File: src/rtl/stream_sort_arbiter.sv
// Two-requester, packet-granular round-robin front end for a shared stream sorter.
// Forwards one granted packet into the sorter, then returns its sorted result tagged with the requester index.
module stream_sort_arbiter #(
    parameter int DATA_WIDTH = 8,
    parameter int ADDR_WIDTH = 12
) (
    input  logic                  clk,
    input  logic                  rst,

    input  logic                  src0_tvalid,
    output logic                  src0_tready,
    input  logic [DATA_WIDTH-1:0] src0_tdata,
    input  logic                  src0_tlast,

    input  logic                  src1_tvalid,
    output logic                  src1_tready,
    input  logic [DATA_WIDTH-1:0] src1_tdata,
    input  logic                  src1_tlast,

    output logic                  sort_src_tvalid,
    input  logic                  sort_src_tready,
    output logic [DATA_WIDTH-1:0] sort_src_tdata,
    output logic                  sort_src_tlast,

    input  logic                  sort_dest_tvalid,
    output logic                  sort_dest_tready,
    input  logic [DATA_WIDTH-1:0] sort_dest_tdata,
    input  logic                  sort_dest_tlast,

    output logic                  dest_tvalid,
    input  logic                  dest_tready,
    output logic [DATA_WIDTH-1:0] dest_tdata,
    output logic                  dest_tlast,
    output logic                  dest_tid,

    output logic                  busy,
    output logic [1:0]            trunc
);

    typedef enum logic [1:0] {
        IDLE  = 2'd0,
        FILL  = 2'd1,
        DRAIN = 2'd2
    } sm_t;

    // Index of the final beat the sorter FIFO can hold.
    localparam logic [ADDR_WIDTH:0] BEAT_LAST = (ADDR_WIDTH+1)'((1 << ADDR_WIDTH) - 1);
    localparam logic [ADDR_WIDTH:0] BEAT_ONE  = (ADDR_WIDTH+1)'(1);

    sm_t                 sm_reg, sm_next;
    logic                grant_reg, grant_next;
    logic                last_grant_reg, last_grant_next;
    logic [ADDR_WIDTH:0] beat_cnt_reg, beat_cnt_next;
    logic [1:0]          trunc_reg, trunc_next;

    logic [1:0]            req_valid;
    logic [1:0]            req_last;
    logic [1:0]            req_ready;
    logic [DATA_WIDTH-1:0] req_data [2];

    logic                  in_fill;
    logic                  in_drain;
    logic                  sel_valid;
    logic                  sel_last;
    logic                  forced_last;
    logic                  accept_beat;
    logic                  dest_done;

    assign req_valid   = {src1_tvalid, src0_tvalid};
    assign req_last    = {src1_tlast, src0_tlast};
    assign req_data[0] = src0_tdata;
    assign req_data[1] = src1_tdata;

    assign in_fill  = (sm_reg == FILL);
    assign in_drain = (sm_reg == DRAIN);

    // Ready is a function of state and the sorter only, never of any requester's valid.
    generate
        for (genvar gi = 0; gi < 2; gi++) begin : g_req_ready
            assign req_ready[gi] = in_fill && (grant_reg == 1'(gi)) && sort_src_tready;
        end
    endgenerate

    assign src0_tready = req_ready[0];
    assign src1_tready = req_ready[1];

    assign sel_valid   = req_valid[grant_reg];
    assign sel_last    = req_last[grant_reg];
    assign forced_last = (beat_cnt_reg == BEAT_LAST);

    assign sort_src_tvalid = in_fill && sel_valid;
    assign sort_src_tdata  = req_data[grant_reg];
    assign sort_src_tlast  = in_fill && (sel_last || forced_last);
    assign accept_beat     = sort_src_tvalid && sort_src_tready;

    assign sort_dest_tready = in_drain && dest_tready;
    assign dest_tvalid      = in_drain && sort_dest_tvalid;
    assign dest_tdata       = sort_dest_tdata;
    assign dest_tlast       = sort_dest_tlast;
    assign dest_tid         = in_drain && grant_reg;
    assign dest_done        = dest_tvalid && dest_tready && dest_tlast;

    assign busy  = (sm_reg != IDLE);
    assign trunc = trunc_reg;

    always_comb begin
        sm_next         = sm_reg;
        grant_next      = grant_reg;
        last_grant_next = last_grant_reg;
        beat_cnt_next   = beat_cnt_reg;
        trunc_next      = trunc_reg;

        case (sm_reg)
            IDLE: begin
                if (|req_valid) begin
                    // On a tie the requester that was not served last goes next.
                    grant_next    = (&req_valid) ? ~last_grant_reg : req_valid[1];
                    beat_cnt_next = '0;
                    sm_next       = FILL;
                end
            end
            FILL: begin
                if (accept_beat) begin
                    beat_cnt_next = beat_cnt_reg + BEAT_ONE;
                    if (sort_src_tlast) begin
                        sm_next = DRAIN;
                        if (!sel_last) begin
                            trunc_next[grant_reg] = 1'b1;
                        end
                    end
                end
            end
            DRAIN: begin
                if (dest_done) begin
                    last_grant_next = grant_reg;
                    sm_next         = IDLE;
                end
            end
            default: sm_next = IDLE;
        endcase
    end

    always_ff @(posedge clk) begin
        if (rst) begin
            sm_reg         <= IDLE;
            grant_reg      <= 1'b0;
            last_grant_reg <= 1'b1;
            beat_cnt_reg   <= '0;
            trunc_reg      <= 2'b00;
        end else begin
            sm_reg         <= sm_next;
            grant_reg      <= grant_next;
            last_grant_reg <= last_grant_next;
            beat_cnt_reg   <= beat_cnt_next;
            trunc_reg      <= trunc_next;
        end
    end

endmodule
File: config.mk
export PLATFORM = sky130hd
export DESIGN_NAME = stream_sort_arbiter
export DESIGN_NICKNAME = d
export VERILOG_FILES = /design/src/rtl/stream_sort_arbiter.sv
export SDC_FILE = /design/constraint.sdc
export NUM_CORES = 1
export LEC_CHECK = 0
export CAP_MARGIN = 10
export CORE_MARGIN = 1.5
export CORE_UTILIZATION = 39
export CTS_CLUSTER_DIAMETER = 200
export DETAILED_ROUTE_END_ITERATION = 12
export GPL_TIMING_DRIVEN = 1
export PLACE_DENSITY = 0.8
export SYNTH_ARGS = -nofsm -noshare
export SYNTH_HDL_FRONTEND = slang
export SYNTH_SLANG_ARGS = --single-unit
File: constraint.sdc
create_clock -name clk -period 1.9 [get_ports clk]
set_input_delay 0.285 -clock clk [delete_from_list [all_inputs] [get_ports clk]]
set_output_delay 0.285 -clock clk [all_outputs]
set_load 0.1 [all_outputs]
=== Yosys cells after proc, flatten, opt, wreduce, memory -nomap -nowiden ===
Cells that the tools add are included.

* Mux-type cells: 18
* Magnitude comparators: 3
* Bitwise operators: 5
* Add/subtract/negate cells: 1
* Equal/unequal tests: 7
* Reductions and logical operators: 24

{| class="wikitable"
|+ Operator list
! kind !! number
|-
| 2-to-1 mux 13 bit || 2
|-
| case mux 13 bit (2 select lines) || 1
|-
| 2-to-1 mux 8 bit || 3
|-
| adder 13 x 1 -> 13 bit, second input constant || 1
|-
| equality test 13 x 12 -> 1 bit, second input constant || 1
|-
| logical AND 1 bit || 13
|-
| 2-to-1 mux 2 bit || 4
|-
| AND reduction 4 bit || 2
|-
| 2-to-1 mux 1 bit || 6
|-
| case mux 2 bit (3 select lines) || 1
|-
| AND reduction 2 bit || 3
|-
| inequality test 2 x 1 -> 1 bit, second input constant || 2
|-
| inequality test 2 bit, second input constant || 2
|-
| nonzero test 2 bit || 2
|-
| NOT 1 bit || 3
|-
| AND reduction 3 bit || 1
|-
| equality test 2 x 1 -> 1 bit, second input constant || 1
|-
| equality test 2 bit, second input constant || 1
|-
| greater-or-equal comparator 2 bit, second input constant || 1
|-
| logical NOT 2 bit || 1
|-
| less-than comparator 1 x 2 -> 1 bit, second input constant || 1
|-
| NOT 1 -> 2 bit || 1
|-
| bitwise OR 2 bit || 1
|-
| OR reduction 2 bit || 1
|-
| 3 further kinds || 3
|}

* Input bits: 34
* Output and inout port bits: 27
* Logic and storage cells: 63
* Flip-flop bits (word level): 19

=== Longest topological paths before layout ===
* Depth in word-level cells: 7
* Mapped depth: 5
* Mapped depth without buffers: 5

=== Least setup slack after synthesis ===
No wires, ideal clock.

* Path kind: reg2out
* Start point: reg beat_cnt_reg[0]
* End point: out sort_src_tlast
* Stages on the path, launching flop included: 6
* Path buffers: 0
* Data required time: 1615 ps
* Arrival: 2530 ps
* Setup slack: -915 ps
* Path through: dfxtp_1 -> ha_1 -> nand3_1 -> nor4_1 -> nor2_1 -> nor2_1

* Word-level cells in the longest chain between the ends: 3

{| class="wikitable"
|+ Ends and longest elaborated chain
! item !! line !! source
|-
| from (decl) || 53 || <nowiki>logic [ADDR_WIDTH:0] beat_cnt_reg, beat_cnt_next;</nowiki>
|-
| from (signal assigned) || 154 || <nowiki>beat_cnt_reg <= beat_cnt_next;</nowiki>
|-
| equality test 13 x 12 -> 1 bit || 89 || <nowiki>assign forced_last = (beat_cnt_reg == BEAT_LAST);</nowiki>
|-
| logical OR 1 bit || 93 || <nowiki>assign sort_src_tlast = in_fill && (sel_last || forced_last);</nowiki>
|-
| logical AND 1 bit || 93 ||
|-
| to (decl) || 23 || <nowiki>output logic sort_src_tlast,</nowiki>
|}

Every way passes these cells.

=== Worst setup path after layout ===
* Start point: reg beat_cnt_reg[12]
* End point: out sort_src_tlast

Same word-level chain as after synthesis.

==> summary.log <==
[logic_synthesis] EDFF count, synth 0
[worst_setup_path] Bufs and invs on worst path 1
[logic_synthesis] number of library cell types mapped by synthesis 36
[clock_tree] Worst-Skew Late Latency 0.29 ns
[sta] Tightest Pin Transition 0.421 ns
[global_route] first-pass GRT wire length 6200 um
[global_route] layer with the highest usage met2
[worst_setup_path] Crit. End Element output pin
[cells_and_area] fraction of layout instances using a drive strength above 1 33.5%
[sta] Final min period 1.86 ns
[global_route] met3 routing resource usage after global routing 8.16%
[logic_synthesis] post-synthesis sequential area ratio 32.9%
[cells_and_area] total of fill cells in the finished design 224
[sta] fmax 537 MHz
[worst_setup_path] cell with the biggest individual delay on the critical path sky130_fd_sc_hd__dfxtp_2
[logic_synthesis] count of mapped cells out of synthesis 147
[global_route] number of global-route vias before repair 1,416
[floorplan] Rows 19
[logic_synthesis] mapped cell area 0.00115 mm2
[global_route] total congestion overflow after global routing 0
[power_and_ir_drop] total power divided by cell area 562 mW/mm2
[floorplan] Die Footprint 0.00330 mm2
[logic_synthesis] post-synthesis compound-gate area fraction 23.3%
[placement] routability congestion estimate from global placement 0.785
[clock_tree] clock root buffer master sky130_fd_sc_hd__clkbuf_4
[worst_setup_path] critical path class reg2out
[sta] post-route fraction of the period consumed by the critical path 97.9%
[logic_synthesis] post-synthesis mux area share 8.67%
[power_and_ir_drop] leakage component of the power 0.729 nW
[floorplan] core area 0.00278 mm2
[worst_setup_path] Largest delay share family, worst path simple AND/OR/NAND/NOR gates
[cells_and_area] most frequent standard cell in the layout excluding fill and tap cells sky130_fd_sc_hd__clkdlybuf4s50_1
[clock_tree] number of clock sinks 19
[cells_and_area] Total Nets Final 236
[cells_and_area] number of flip-flops in the largest register 13
[min_path] worst min-delay path category reg2reg
[placement] post-placement cell area 0.00186 mm2
[flow_run] number of maximum-capacitance violations 0
[logic_synthesis] post-synthesis net count 182
[clock_tree] # H-tree levels 1
[floorplan] Chip Width 57.4 um
[cells_and_area] post-route cell area 0.00194 mm2
[worst_setup_path] highest net fanout along the worst path 3
[route] final routed wirelength across all metal layers 3590 um
[logic_synthesis] largest family of logic cells by synthesized area simple AND/OR/NAND/NOR gates
[logic_synthesis] main flop type after synthesis sky130_fd_sc_hd__dfxtp_1
[route] router iterations before antenna repair 4
[cells_and_area] commonest cells after routing, fill and taps aside sky130_fd_sc_hd__clkdlybuf4s50_1, sky130_fd_sc_hd__buf_4, sky130_fd_sc_hd__buf_12
[placement] post-detailed-placement half-perimeter wirelength 2900 um
[clock_tree] number of buffers created by CTS 3
[logic_synthesis] warning count from the yosys run 0
[global_route] maximum number of pins on one net before global-route repair 11
[route] antenna viol nets, final 0
[floorplan] initial cell density of the core 41.5%
[logic_synthesis] xor/xnor share of the synthesized area 0%
[power_and_ir_drop] Worst VDD drop 0.453 mV
[worst_setup_path] data arrival time of the worst path 1.58 ns
[sta] worst hold slack across all endpoints 0.452 ns
[floorplan] die outline height 57.4 um
[clock_tree] clk slew on worst S/H paths 0.11 ns
[worst_setup_path] series of cell instances along the critical path nand3b_1 > nor4_4 > nor2_2 > nor2_4 > buf_12
[route] wire length per cell 15.6 um
[global_route] GRT Resource Usage Total 24.2%
[worst_setup_path] Data required, critical path 1.62 ns
[clock_tree] buffer levels on the longest clock path 2
[sta] Setup Viol. Count Final 0
[worst_setup_path] delay contributed by the slowest stage of the critical path 0.35 ns
[worst_setup_path] launching instance or port of the critical path beat_cnt_reg[12]
[min_path] hold path startpoint beat_cnt_reg[12]
[route] ratio of routed vias to standard cells 5.62
[global_route] M2 GR Usage 43.2%
[logic_synthesis] basic-gate share of the synthesized area counting and, or, nand and nor cells 24.5%
[worst_setup_path] reg2reg start sm_reg[0]
[sta] largest clock skew in the final design 0.00216 ns
[route] vias after detailed routing 1,298
[route] Starting DRT DRC Count 128
[logic_synthesis] Avg Inst Size Synth 7.86 um2
[logic_synthesis] count of state elements after synthesis 19
[global_route] antenna violations before repair 0
[outcome] result of the run finished, final reports clean
[logic_synthesis] async set or reset register ratio after synthesis 0%
[cells_and_area] Antenna diodes 0
[placement] PortBufs 44
[floorplan] I/O pin count 61
[sta] max-slew headroom at the worst pin 71.8%
[cells_and_area] area added between synthesis and finish 67.7%
[sta] RSZ-0062 raised after global routing true
[route] DRC violation count after routing 0
[clock_tree] clock tree from TritonCTS done
[logic_synthesis] synthesized-area fraction occupied by adder cells 1.08%
[global_route] met1 track demand over resource 26.2%
[power_and_ir_drop] total power after layout 0.00109 W
[sta] total count of max-transition violations in the final report 0
[worst_setup_path] kind of start point of the critical path flop
[sta] final hold vios 0
-- kinds of logic (layout without fill, tap and decap cells) --
kind of cell	Yosys count	count (layout)
simple gates	56	56
flops	19	19
mux	9	9
fa+ha+maj	1	1
compound gates	42	42
buf+inv	20	73
-- synth_stat cells, drive strengths merged (5+ instances only) --
master | number | area, um2
dfxtp | 19 | 380
nor2 | 17 | 63.8
a21oi | 14 | 70.1
o21ai | 11 | 55.1
buf | 10 | 72.6
nand2 | 10 | 37.5
mux2 | 8 | 90.1
inv | 7 | 26.3
a31oi | 6 | 37.5
nand3 | 5 | 25.0
-- stage by stage --
stage / instances / worst slack, ns / setup TNS, ns / utilization [%]
after floorplan: 147 / -0.208 / -0.208 / -
after global placement: 226 / -0.0311 / -0.0312 / 66.9
after detailed placement: 226 / -0.0565 / -0.180 / 66.9
after CTS: 231 / 0.0113 / 0 / 69.3
after global routing: 231 / -0.0334 / -0.0334 / 69.6
final: 231 / 0.0393 / 0 / 69.6
-- report_power, final --
part	switching [W]	internal, W	total [W]
logic	0.000282	0.000193	0.000475
clock network	0.000123	0.0000817	0.000205
registers	0.00000596	0.000403	0.000409
total	0.000411	0.000678	0.00109
-- path summary, 6_finish.rpt --
check | endpoint | cells past startpoint | slack [ns]
setup / recovery | sort_src_tlast | 5 | 0.04
hold reg to reg | beat_cnt_reg[12] | 1 | 0.45
setup reg to reg | beat_cnt_reg[11] | 4 | 0.21
hold / removal | beat_cnt_reg[12] | 1 | 0.45
-- layout make-up --
class / count / area [um2] / area share [%]
sequential: 19 / 388 / 20.0
clock buffer: 4 / 26.3 / 1.36
tap: 31 / 38.8 / 2.00
multi-input combinational: 108 / 717 / 37.0
timing repair buffer: 62 / 741 / 38.2
inverter: 7 / 26.3 / 1.36
-- routing by layer --
| metal | up-vias | wire length (um) |
|---|---|---|
| li1 | 631 | - |
| met1 | 603 | 1300 |
| met2 | 55 | 1930 |
| met3 | 9 | 293 |
| met4 | 0 | 70 |
| met5 | - | 0 |
-- what timing repair did --
action,4_1_cts,5_1_grt
buffers inserted,1,0
hold buffers,0,0
endpoints found under the setup margin,1,1
resized for setup,10,3
pin swaps,2,1
Power figures use the tool's default switching activity.
